==> src/rtl/pakin_fifo_pkg.sv <==
// Shared channel macros (field widths, on/off, channel declarations, packing order)
// plus the FSM state types used by pakin_fifo.
`ifndef HGLOBAL_V
`define HGLOBAL_V
`define NS_ADDRESS_SIZE 4
`define NS_DATA_SIZE    4
`define NS_REDUN_SIZE   4
`define NS_PACKET_SIZE  ((2 * `NS_ADDRESS_SIZE) + `NS_DATA_SIZE + `NS_REDUN_SIZE)
`define NS_ON  1'b1
`define NS_OFF 1'b0
`define NS_DECLARE_IN_CHNL(c_src, c_dst, c_dat, c_red, c_req, c_ack) \
  input  logic [ASZ-1:0] c_src, \
  input  logic [ASZ-1:0] c_dst, \
  input  logic [DSZ-1:0] c_dat, \
  input  logic [RSZ-1:0] c_red, \
  input  logic           c_req, \
  output logic           c_ack
`define NS_DECLARE_OUT_CHNL(c_src, c_dst, c_dat, c_red, c_req, c_ack) \
  output logic [ASZ-1:0] c_src, \
  output logic [ASZ-1:0] c_dst, \
  output logic [DSZ-1:0] c_dat, \
  output logic [RSZ-1:0] c_red, \
  output logic           c_req, \
  input  logic           c_ack
// Packing order, msb first: {src, dst, dat, red}
`define NS_PACK(c_src, c_dst, c_dat, c_red) {c_src, c_dst, c_dat, c_red}
`endif

package pakin_fifo_pkg;
  typedef enum logic {I_IDLE, I_ACK} in_state_t;
  typedef enum logic [1:0] {O_IDLE, O_REQ, O_WAIT} out_state_t;

  localparam logic [7:0] DROP_MAX = 8'hFF;

  function automatic logic [7:0] sat_inc8(input logic [7:0] v);
    return (v == DROP_MAX) ? v : v + 8'd1;
  endfunction
endpackage

==> src/rtl/pakin_fifo_mem.sv <==
// DEPTH x PSZ packet store with wrapping pointers and occupancy count.
// The head word is read combinationally so a fresh push is visible on the next edge.
module pakin_fifo_mem #(
  parameter int DEPTH = 4,
  parameter int PSZ   = 16
) (
  input  logic                     clk,
  input  logic                     srst,
  input  logic                     push,
  input  logic                     pop,
  input  logic [PSZ-1:0]           wdata,
  output logic                     full,
  output logic                     empty,
  output logic [PSZ-1:0]           head,
  output logic [$clog2(DEPTH):0]   fifo_cnt
);
  import pakin_fifo_pkg::*;

  localparam int AW = $clog2(DEPTH);
  localparam int CW = AW + 1;

  logic [PSZ-1:0] mem_reg [DEPTH];
  logic [AW-1:0]  wr_ptr_reg, rd_ptr_reg;
  logic [CW-1:0]  cnt_reg;
  logic           do_push, do_pop;

  assign full     = (cnt_reg == CW'(DEPTH));
  assign empty    = (cnt_reg == '0);
  assign do_push  = push && !full;
  assign do_pop   = pop && !empty;
  assign head     = mem_reg[rd_ptr_reg];
  assign fifo_cnt = cnt_reg;

  // Storage is not reset; discarding contents only needs the pointers cleared.
  for (genvar gi = 0; gi < DEPTH; gi++) begin : g_word
    always_ff @(posedge clk) begin
      if (do_push && (wr_ptr_reg == AW'(gi)))
        mem_reg[gi] <= wdata;
    end
  end

  always_ff @(posedge clk) begin
    if (srst) begin
      wr_ptr_reg <= '0;
      rd_ptr_reg <= '0;
      cnt_reg    <= '0;
    end else begin
      if (do_push) wr_ptr_reg <= wr_ptr_reg + 1'b1;
      if (do_pop)  rd_ptr_reg <= rd_ptr_reg + 1'b1;
      case ({do_push, do_pop})
        2'b10:   cnt_reg <= cnt_reg + 1'b1;
        2'b01:   cnt_reg <= cnt_reg - 1'b1;
        default: cnt_reg <= cnt_reg;
      endcase
    end
  end
endmodule

==> src/rtl/pakin_fifo.sv <==
// Packet receive buffer: four-phase input channel, destination filter, FIFO,
// four-phase output channel.
module pakin_fifo #(
  parameter int MIN_ADDR = 1,
  parameter int MAX_ADDR = 1,
  parameter int DEPTH    = 4,
  parameter int ASZ      = `NS_ADDRESS_SIZE,
  parameter int DSZ      = `NS_DATA_SIZE,
  parameter int RSZ      = `NS_REDUN_SIZE,
  parameter int PSZ      = `NS_PACKET_SIZE
) (
  input  logic                   i_clk,
  input  logic                   reset,
  `NS_DECLARE_IN_CHNL(i0_src, i0_dst, i0_dat, i0_red, i0_req, i0_ack),
  `NS_DECLARE_OUT_CHNL(o0_src, o0_dst, o0_dat, o0_red, o0_req, o0_ack),
  output logic [7:0]             drop_cnt,
  output logic [$clog2(DEPTH):0] fifo_cnt
);
  import pakin_fifo_pkg::*;

  localparam logic [ASZ-1:0] MIN_A = ASZ'(MIN_ADDR);
  localparam logic [ASZ-1:0] MAX_A = ASZ'(MAX_ADDR);

  in_state_t      i_state_reg;
  out_state_t     o_state_reg;
  logic           addr_ok, push, pop, full, empty;
  logic [PSZ-1:0] head;
  logic [PSZ-1:0] wdata;

  assign addr_ok = (i0_dst >= MIN_A) && (i0_dst <= MAX_A);
  assign push    = (i_state_reg == I_IDLE) && i0_req && addr_ok && !full;
  assign pop     = (o_state_reg == O_REQ) && o0_ack;
  assign wdata   = `NS_PACK(i0_src, i0_dst, i0_dat, i0_red);

  pakin_fifo_mem #(
    .DEPTH (DEPTH),
    .PSZ   (PSZ)
  ) u_mem (
    .clk      (i_clk),
    .srst     (reset),
    .push     (push),
    .pop      (pop),
    .wdata    (wdata),
    .full     (full),
    .empty    (empty),
    .head     (head),
    .fifo_cnt (fifo_cnt)
  );

  // Filtered packets are acknowledged regardless of occupancy so a full FIFO
  // never stalls traffic that would be discarded anyway.
  always_ff @(posedge i_clk) begin
    if (reset) begin
      i_state_reg <= I_IDLE;
      i0_ack      <= `NS_OFF;
      drop_cnt    <= '0;
    end else begin
      case (i_state_reg)
        I_IDLE: begin
          if (i0_req && !addr_ok) begin
            drop_cnt    <= sat_inc8(drop_cnt);
            i0_ack      <= `NS_ON;
            i_state_reg <= I_ACK;
          end else if (i0_req && !full) begin
            i0_ack      <= `NS_ON;
            i_state_reg <= I_ACK;
          end
        end
        I_ACK: begin
          if (!i0_req) begin
            i0_ack      <= `NS_OFF;
            i_state_reg <= I_IDLE;
          end
        end
        default: i_state_reg <= I_IDLE;
      endcase
    end
  end

  always_ff @(posedge i_clk) begin
    if (reset) begin
      o_state_reg  <= O_IDLE;
      o0_req       <= `NS_OFF;
      `NS_PACK(o0_src, o0_dst, o0_dat, o0_red) <= '0;
    end else begin
      case (o_state_reg)
        O_IDLE: begin
          if (!empty && !o0_ack) begin
            `NS_PACK(o0_src, o0_dst, o0_dat, o0_red) <= head;
            o0_req       <= `NS_ON;
            o_state_reg  <= O_REQ;
          end
        end
        O_REQ: begin
          if (o0_ack) begin
            o0_req      <= `NS_OFF;
            o_state_reg <= O_WAIT;
          end
        end
        O_WAIT: begin
          if (!o0_ack) o_state_reg <= O_IDLE;
        end
        default: o_state_reg <= O_IDLE;
      endcase
    end
  end
endmodule

==> config.mk <==
export PLATFORM = sky130hd
export DESIGN_NAME = pakin_fifo
export DESIGN_NICKNAME = d
export VERILOG_FILES = /design/src/rtl/pakin_fifo_pkg.sv /design/src/rtl/pakin_fifo_mem.sv /design/src/rtl/pakin_fifo.sv
export SDC_FILE = /design/constraint.sdc
export NUM_CORES = 1
export LEC_CHECK = 0
export BUFFER_PORTS_ARGS = -buffer_cell sky130_fd_sc_hd__buf_2
export CELL_PAD_IN_SITES_DETAIL_PLACEMENT = 1
export CELL_PAD_IN_SITES_GLOBAL_PLACEMENT = 1
export CORE_AREA = 3 3 91 93
export CTS_BUF_LIST = sky130_fd_sc_hd__clkbuf_8
export CTS_CLUSTER_DIAMETER = 150
export DETAILED_ROUTE_END_ITERATION = 6
export DIE_AREA = 0 0 94 96
export PLACE_DENSITY_LB_ADDON = 0.1
export SLEW_MARGIN = 20
export SYNTH_ARGS = -nofsm -noshare
export SYNTH_HDL_FRONTEND = slang
export SYNTH_SLANG_ARGS = --single-unit
==> constraint.sdc <==
create_clock -name i_clk -period 6.3 [get_ports i_clk]
set_input_delay 0.945 -clock i_clk [delete_from_list [all_inputs] [get_ports i_clk]]
set_output_delay 0.945 -clock i_clk [all_outputs]
set_load 0.02 [all_outputs]
### Word level (Yosys, flattened, before mapping)

Memory sizes are Yosys's and may differ from the RTL's. A register that Yosys moved wholly into a read port is not among the register bits.
Cells that the tools add are included.

* $add $sub $neg: 5
* order comparisons: 2
* equality and inequality tests: 14
* multiplexer cells: 33
* bitwise operators: 2
* reduce and logical (&&, ||, !) cells: 31

Operators with widths (number)
* 2-to-1 mux 16 bit: 3
* OR reduction 16 bit: 3
* 2-to-1 mux 1 bit: 19
* logical AND 1 bit: 14
* 2-to-1 mux 2 bit: 6
* AND reduction 3 bit: 3
* adder 8 x 1 -> 8 bit (second input constant): 1
* equality test 2 bit (second input constant): 4
* equality test 8 bit (second input constant): 1
* inequality test 2 bit (second input constant): 4
* equality test 2 x 1 -> 1 bit (second input constant): 3
* one-hot mux 1 bit (2 select lines): 3
* one-hot mux 2 bit (3 select lines): 1
* one-hot mux 3 bit (2 select lines): 1
* adder 2 x 1 -> 2 bit (second input constant): 2
* greater-or-equal comparator 4 x 1 -> 1 bit (second input constant): 1
* <= comparator 4 x 1 -> 1 bit (second input constant): 1
* logical NOT 1 bit: 4
* logical NOT 2 bit: 2
* AND reduction 2 bit: 2
* nonzero test 2 bit: 2
* adder 3 x 1 -> 3 bit (second input constant): 1
* equality test 3 bit (second input constant): 1
* logical NOT 3 bit: 1
* 3 further kinds: 4

* register bits after elaboration: 20
* memory bits (writable): 64
* output and inout port bits: 29
* memories kept: 1

Memories
* u_mem.mem_reg: words 4, bits a word 16, rd ports 1, clocked after memory_dff 1, write ports 1, line pakin_fifo_mem.sv:22 `logic [PSZ-1:0] mem_reg [DEPTH];`

### Longest topological paths before layout

* depth after elaboration: 12
* gate-level depth with buffers: 9
* depth with buffers taken out: 9

### Modules after synthesis

From an unflattened synthesis, not the netlist that was laid out.

* cell total of the unflattened synthesis: 286
* area total of the unflattened synthesis: 4103.9 um2

Modules (own cells, without submodules)
* pakin_fifo_mem: times used 1, cells each 138, area an instance 2821.5 um2
* pakin_fifo: times used 1, cells each 148, area an instance 1282.5 um2

### Least setup slack after synthesis

No wires, ideal clock.

* path kind: input port to flip-flop
* from: in i0_dst[1] (netlist bit)
* to: reg u_mem.cnt_reg[2], in the netlist u_mem.fifo_cnt[2]
* library setup time: 70 ps
* arrival time: 2762 ps
* data required time: 6230 ps
* path slack: 3468 ps
* stages: 9
* path buffers: 0
* cells stage by stage: or4b_4 -> a211oi_4 -> inv_1 -> ha_1 -> inv_1 -> fa_1 -> xor2_1 -> or3_1 -> a21oi_1

* word-level cells in the longest chain between the ends: 7

Ends and longest elaborated chain
* greater-or-equal comparator 4 x 1 -> 1 bit or <= comparator 4 x 1 -> 1 bit (tied branches): line pakin_fifo.sv:30 `assign addr_ok = (i0_dst >= MIN_A) && (i0_dst <= MAX_A);`
* logical AND 1 bit (*): line pakin_fifo.sv:30
* logical AND 1 bit (*) (2 in a row): line pakin_fifo.sv:31 `assign push = (i_state_reg == I_IDLE) && i0_req && addr_ok && !full;`
* logical AND 1 bit (*): line pakin_fifo_mem.sv:29 `assign do_push = push && !full;`
* equality test 2 x 1 -> 1 bit or equality test 2 bit (tied branches): line pakin_fifo_mem.sv:50 `case ({do_push, do_pop})`
* one-hot mux 3 bit (2 select lines) or nonzero test 2 bit (tied branches)
* end signal, assigned: line pakin_fifo_mem.sv:51 `2'b10: cnt_reg <= cnt_reg + 1'b1;`
* end signal, assigned: line pakin_fifo_mem.sv:52 `2'b01: cnt_reg <= cnt_reg - 1'b1;`
* end signal, assigned: line pakin_fifo_mem.sv:53 `default: cnt_reg <= cnt_reg;`
* end, declared: line pakin_fifo_mem.sv:24 `logic [CW-1:0] cnt_reg;`

Every way passes the cells marked *; elsewhere a longest branch is shown, timed or not.
A chain may end at the register's enable or synchronous reset.

### Worst setup path after layout

* from: in i0_dst[1] (netlist bit)
* to: mem u_mem.mem_reg[0][11] (enable)

* word-level cells in the longest chain between the ends: 12

Ends and longest elaborated chain
* greater-or-equal comparator 4 x 1 -> 1 bit or <= comparator 4 x 1 -> 1 bit (tied branches): line pakin_fifo.sv:30
* logical AND 1 bit (*): line pakin_fifo.sv:30
* logical AND 1 bit (*) (2 in a row): line pakin_fifo.sv:31
* logical AND 1 bit (*): line pakin_fifo_mem.sv:29
* logical AND 1 bit: line pakin_fifo_mem.sv:37 `if (do_push && (wr_ptr_reg == AW'(gi)))`
* 2-to-1 mux 1 bit: line pakin_fifo_mem.sv:37
* 2-to-1 mux 1 bit (implied by the code): line pakin_fifo_mem.sv:38 `mem_reg[gi] <= wdata;`
* OR reduction 16 bit (no source line)
* 2-to-1 mux 2 bit (no source line) or 2-to-1 mux 1 bit (tied branches) (3 in a row)
* end, declared: line pakin_fifo_mem.sv:22

Marks and branches as above.

==> implementation parameters <==
Parameter                              Value

Status
  Result of the run ... finished, final reports clean

Die
  Y dimension of the die ... between 90 and 100 µm
  Site Rows ... 32
  Core area ... ~0.0076 mm²
  Effective utilization at floorplan ... 0.517
  Overall die width ... 94 µm
  # IOs ... 49
  Full die area ... 0.00902 mm²

Routing
  Via density per instance ... 5.42
  Routed length per placed instance ... between 15 and 20 µm
  Antenna-violating nets left ... 0
  Iteration count of the initial detailed-routing pass ... 4
  DRT iter0 DRCs ... 124
  DRC Markers ... 0
  Final wirelength ... between 8 and 9 mm
  Vias after detailed routing ... between 2000 and 2500

Timing
  Achievable clock frequency ... roughly 0.35 GHz
  Worst Clk Skew ... between 6 and 7 ps
  RSZ-0062 raised after global routing ... no
  Setup TNS ... 0 ps
  Final max-slew violation count ... 0
  Slew at the pin closest to its max-slew limit ... between 900 and 1000 ps
  Final Hold Viols ... 0
  Share of the clock period used by the worst path ... 0.450
  Worst relative slew slack ... 0.398
  Setup-violating endpoint count in the final report ... 0
  Final Critical Period ... 2840 ps

Hold path
  Worst hold path class ... reg -> reg
  Worst Hold End ... o0_src[2]
  Depth of the worst hold-timing path ... 2
  Source of the worst hold timing path ... o0_src[2]

Cells and area
  Layout net count ... around 350
  Syn-to-layout area delta ... 12.3%
  Count of filler cells inserted in the layout ... 770
  Number of flip-flops in the largest register ... 64
  Layout cell share with drive strength beyond 1 ... 0.260
  Antenna diode instance count ... 0
  Total area of multi-input combinational cells ... 0.00120 mm²
  Sequential cell area ... ~0.0026 mm²
  Fraction of the core area covered by cells at the end of the flow ... 0.581

Global routing
  Number of antenna violations at the first check in global routing ... 0
  Global-route wire length before repair ... 13.0 mm
  Total global-route track usage ... 0.196
  Number of global-route vias before repair ... between 2000 and 2500
  Global route total overflow ... 0
  Maximum number of pins on one net before global-route repair ... 38

Logic synthesis
  Share of the synthesized area in the top cell type ... 0.489
  Synth async-reset ratio ... 0
  Synth Net Count ... just over 300
  Synth top area cells ... sky130_fd_sc_hd__edfxtp_1 (49%), sky130_fd_sc_hd__dfxtp_1 (18%), sky130_fd_sc_hd__mux4_2 (9.2%)
  Cell type contributing the most total cell area after synthesis ... sky130_fd_sc_hd__edfxtp_1
  #FFs+latches synth ... 100
  Most frequent cells after synthesis ... sky130_fd_sc_hd__edfxtp_1 (64), sky130_fd_sc_hd__nand2_1 (37), sky130_fd_sc_hd__dfxtp_1 (36), sky130_fd_sc_hd__a21oi_1 (21)
  Most frequently used flop master after synthesis ... sky130_fd_sc_hd__edfxtp_1
  Cells after synthesis ... roughly 280
  Total number of yosys warnings ... 0
  Mean instance size in the synthesized netlist ... approximately 14 µm²
  Number of distinct standard cells referenced by the synthesized netlist ... 48
  Sequential element share of the synthesized area ... 0.672
  Cell area after synthesis ... approximately 0.0039 mm²
  Cell with the most instances after synthesis ... sky130_fd_sc_hd__edfxtp_1
  Number of flops mapped to enable cells by yosys ... 64

Clocking
  TritonCTS clock tree ... done
  Number of buffers on the longest clock path ... 2
  Clock latency reported for the late side of the worst-skew pair ... approximately 360 ps
  H-tree lvl count ... 3
  Clock sinks ... 100
  Clock Tree Root ... sky130_fd_sc_hd__clkbuf_8
  Setup bufs post-CTS ... 0
  Total clock buffers created by CTS ... 9
  Hold-fix buffers, CTS ... 0
  Number of gates given a new drive strength after cts ... 0
  Clock-pin slew of the registers on the worst-case setup and hold paths ... around 100 ps

Setup path
  Critical path buffers and inverters ... 1
  Reg-to-reg critical path endpoint ... u_mem.fifo_cnt[2]
  Number of cells on the worst reg-to-reg path ... 8
  Setup CP Type ... in -> reg
  Critical path's slowest cell ... sky130_fd_sc_hd__and2_1
  Crit path max-delay family ... simple AND/OR/NAND/NOR gates
  Ordered cell list for the critical path ... buf_2 > or4b_4 > a211oi_4 > and2_1
  Worst endpoint required time ... ~6300 ps
  Setup slack of the worst register-to-register path ... 3890 ps
  Launching element type of the critical path ... primary input
  Crit Reg-Reg Startpoint ... u_mem.fifo_cnt[2]
  Maximum net fanout on the critical path ... 16
  Crit end category ... register
  Data arrival time of the critical path ... 2820 ps
  Highest cell delay on the worst timing path ... 780 ps

Placement
  Final weighted congestion of routability-driven global placement ... between 0.7 and 0.8
  Final HPWL DP ... roughly 5.4 mm
  Port-buffer cells ... 48

Power and ir drop
  Power per Cell Area ... approximately 250 mW/mm²
  Total leakage power ... approximately 1.5 nW
  Peak ir drop on the vdd network ... roughly 140 µV
  Power, Total ... around 1.1 mW

Job
  Maxcap violations ... 0
## where the power goes
group | internal, mW | switching [mW]
combinational | 0.0129 | 0.0239
clock | 0.142 | 0.224
sequential | 0.700 | 0.00336
## worst register-to-register path, cell delays in order (launching register included)
cell and delay, ps:
sky130_fd_sc_hd__dfxtp_1 450, sky130_fd_sc_hd__or3_1 310, sky130_fd_sc_hd__and3_1 320, sky130_fd_sc_hd__ha_1 220
sky130_fd_sc_hd__inv_1 60, sky130_fd_sc_hd__fa_1 380, sky130_fd_sc_hd__xor2_1 160, sky130_fd_sc_hd__or3_1 310
sky130_fd_sc_hd__a21oi_1 130
## cell families (layout without fill, tap and decap cells)
group	Yosys count	in the layout	synth area share
AOI/OAI and AO/OA	37	37	0.0598
xor gates and xnor gates	7	7	0.0156
adders and majority gates	7	7	0.0242
buffers and inverters	21	73	0.0232
DFF	100	100	0.672
muxes	19	19	0.0992
and+or+nand+nor	84	84	0.106
## worst max path at each step
stage,from,endpoint,depth (start not counted)
5_1_grt,i0_dst[1],u_mem.fifo_cnt[2],10
6_report,i0_dst[1],u_mem.mem_reg[0][11],4
3_3_place_gp,i0_dst[1],u_mem.mem_reg[1][12],4
4_1_cts,i0_dst[1],u_mem.mem_reg[0][11],4
2_1_floorplan,i0_dst[1],u_mem.fifo_cnt[2],9
3_5_place_dp,i0_dst[1],u_mem.mem_reg[0][12],4
## final cells by class
type,count,share of cell area
well taps,102,0.0289
repair buffers,49,0.0561
multi-input cells,154,0.272
clock buffers,9,0.0280
clock inverters,7,0.0102
flip-flops and latches,100,0.598
inverters,8,0.00680
## metrics by stage
step	hold WS (ps)	setup WS (ps)	instances	cell area, µm²
3_3_place_gp	440	3170	413	4250
3_5_place_dp	450	3050	413	4250
4_1_cts	464	3430	429	4420
5_1_grt	479	3340	429	4420
6_report	458	3460	429	4420
2_1_floorplan	466	3470	275	3930
## cell usage in the layout (no fill, tap or decap), types with 2 or more instances in the layout
cell type,instances
sky130_fd_sc_hd__mux2i_1,3
sky130_fd_sc_hd__mux4_2,16
sky130_fd_sc_hd__nor4_1,2
sky130_fd_sc_hd__nand3_1,3
sky130_fd_sc_hd__nand2b_1,3
sky130_fd_sc_hd__clkbuf_8,9
sky130_fd_sc_hd__ha_1,6
sky130_fd_sc_hd__dfxtp_1,36
sky130_fd_sc_hd__buf_2,48
sky130_fd_sc_hd__a21oi_1,21
sky130_fd_sc_hd__a31oi_1,4
sky130_fd_sc_hd__nor2_1,16
sky130_fd_sc_hd__or3_1,3
sky130_fd_sc_hd__clkinvlp_4,2
sky130_fd_sc_hd__inv_1,10
sky130_fd_sc_hd__and2_1,4
sky130_fd_sc_hd__xnor2_1,4
sky130_fd_sc_hd__o21ai_0,3
sky130_fd_sc_hd__and4_1,2
sky130_fd_sc_hd__edfxtp_1,64
sky130_fd_sc_hd__xor2_1,3
sky130_fd_sc_hd__nor2b_1,2
sky130_fd_sc_hd__nand2_1,37
## per-layer routing
layer / wire, µm / global-route usage / up-vias / part of all wire
met5: 0 / 0 / - / 0
met4: 93 / 0.0542 / 0 / 0.011
met3: 292 / 0.0399 / 8 / 0.036
met2: 4070 / 0.322 / 47 / 0.50
met1: 3690 / 0.266 / 1167 / 0.45
li1: - / - / 1103 / -
No activity file was read; power rests on OpenSTA's default activity.
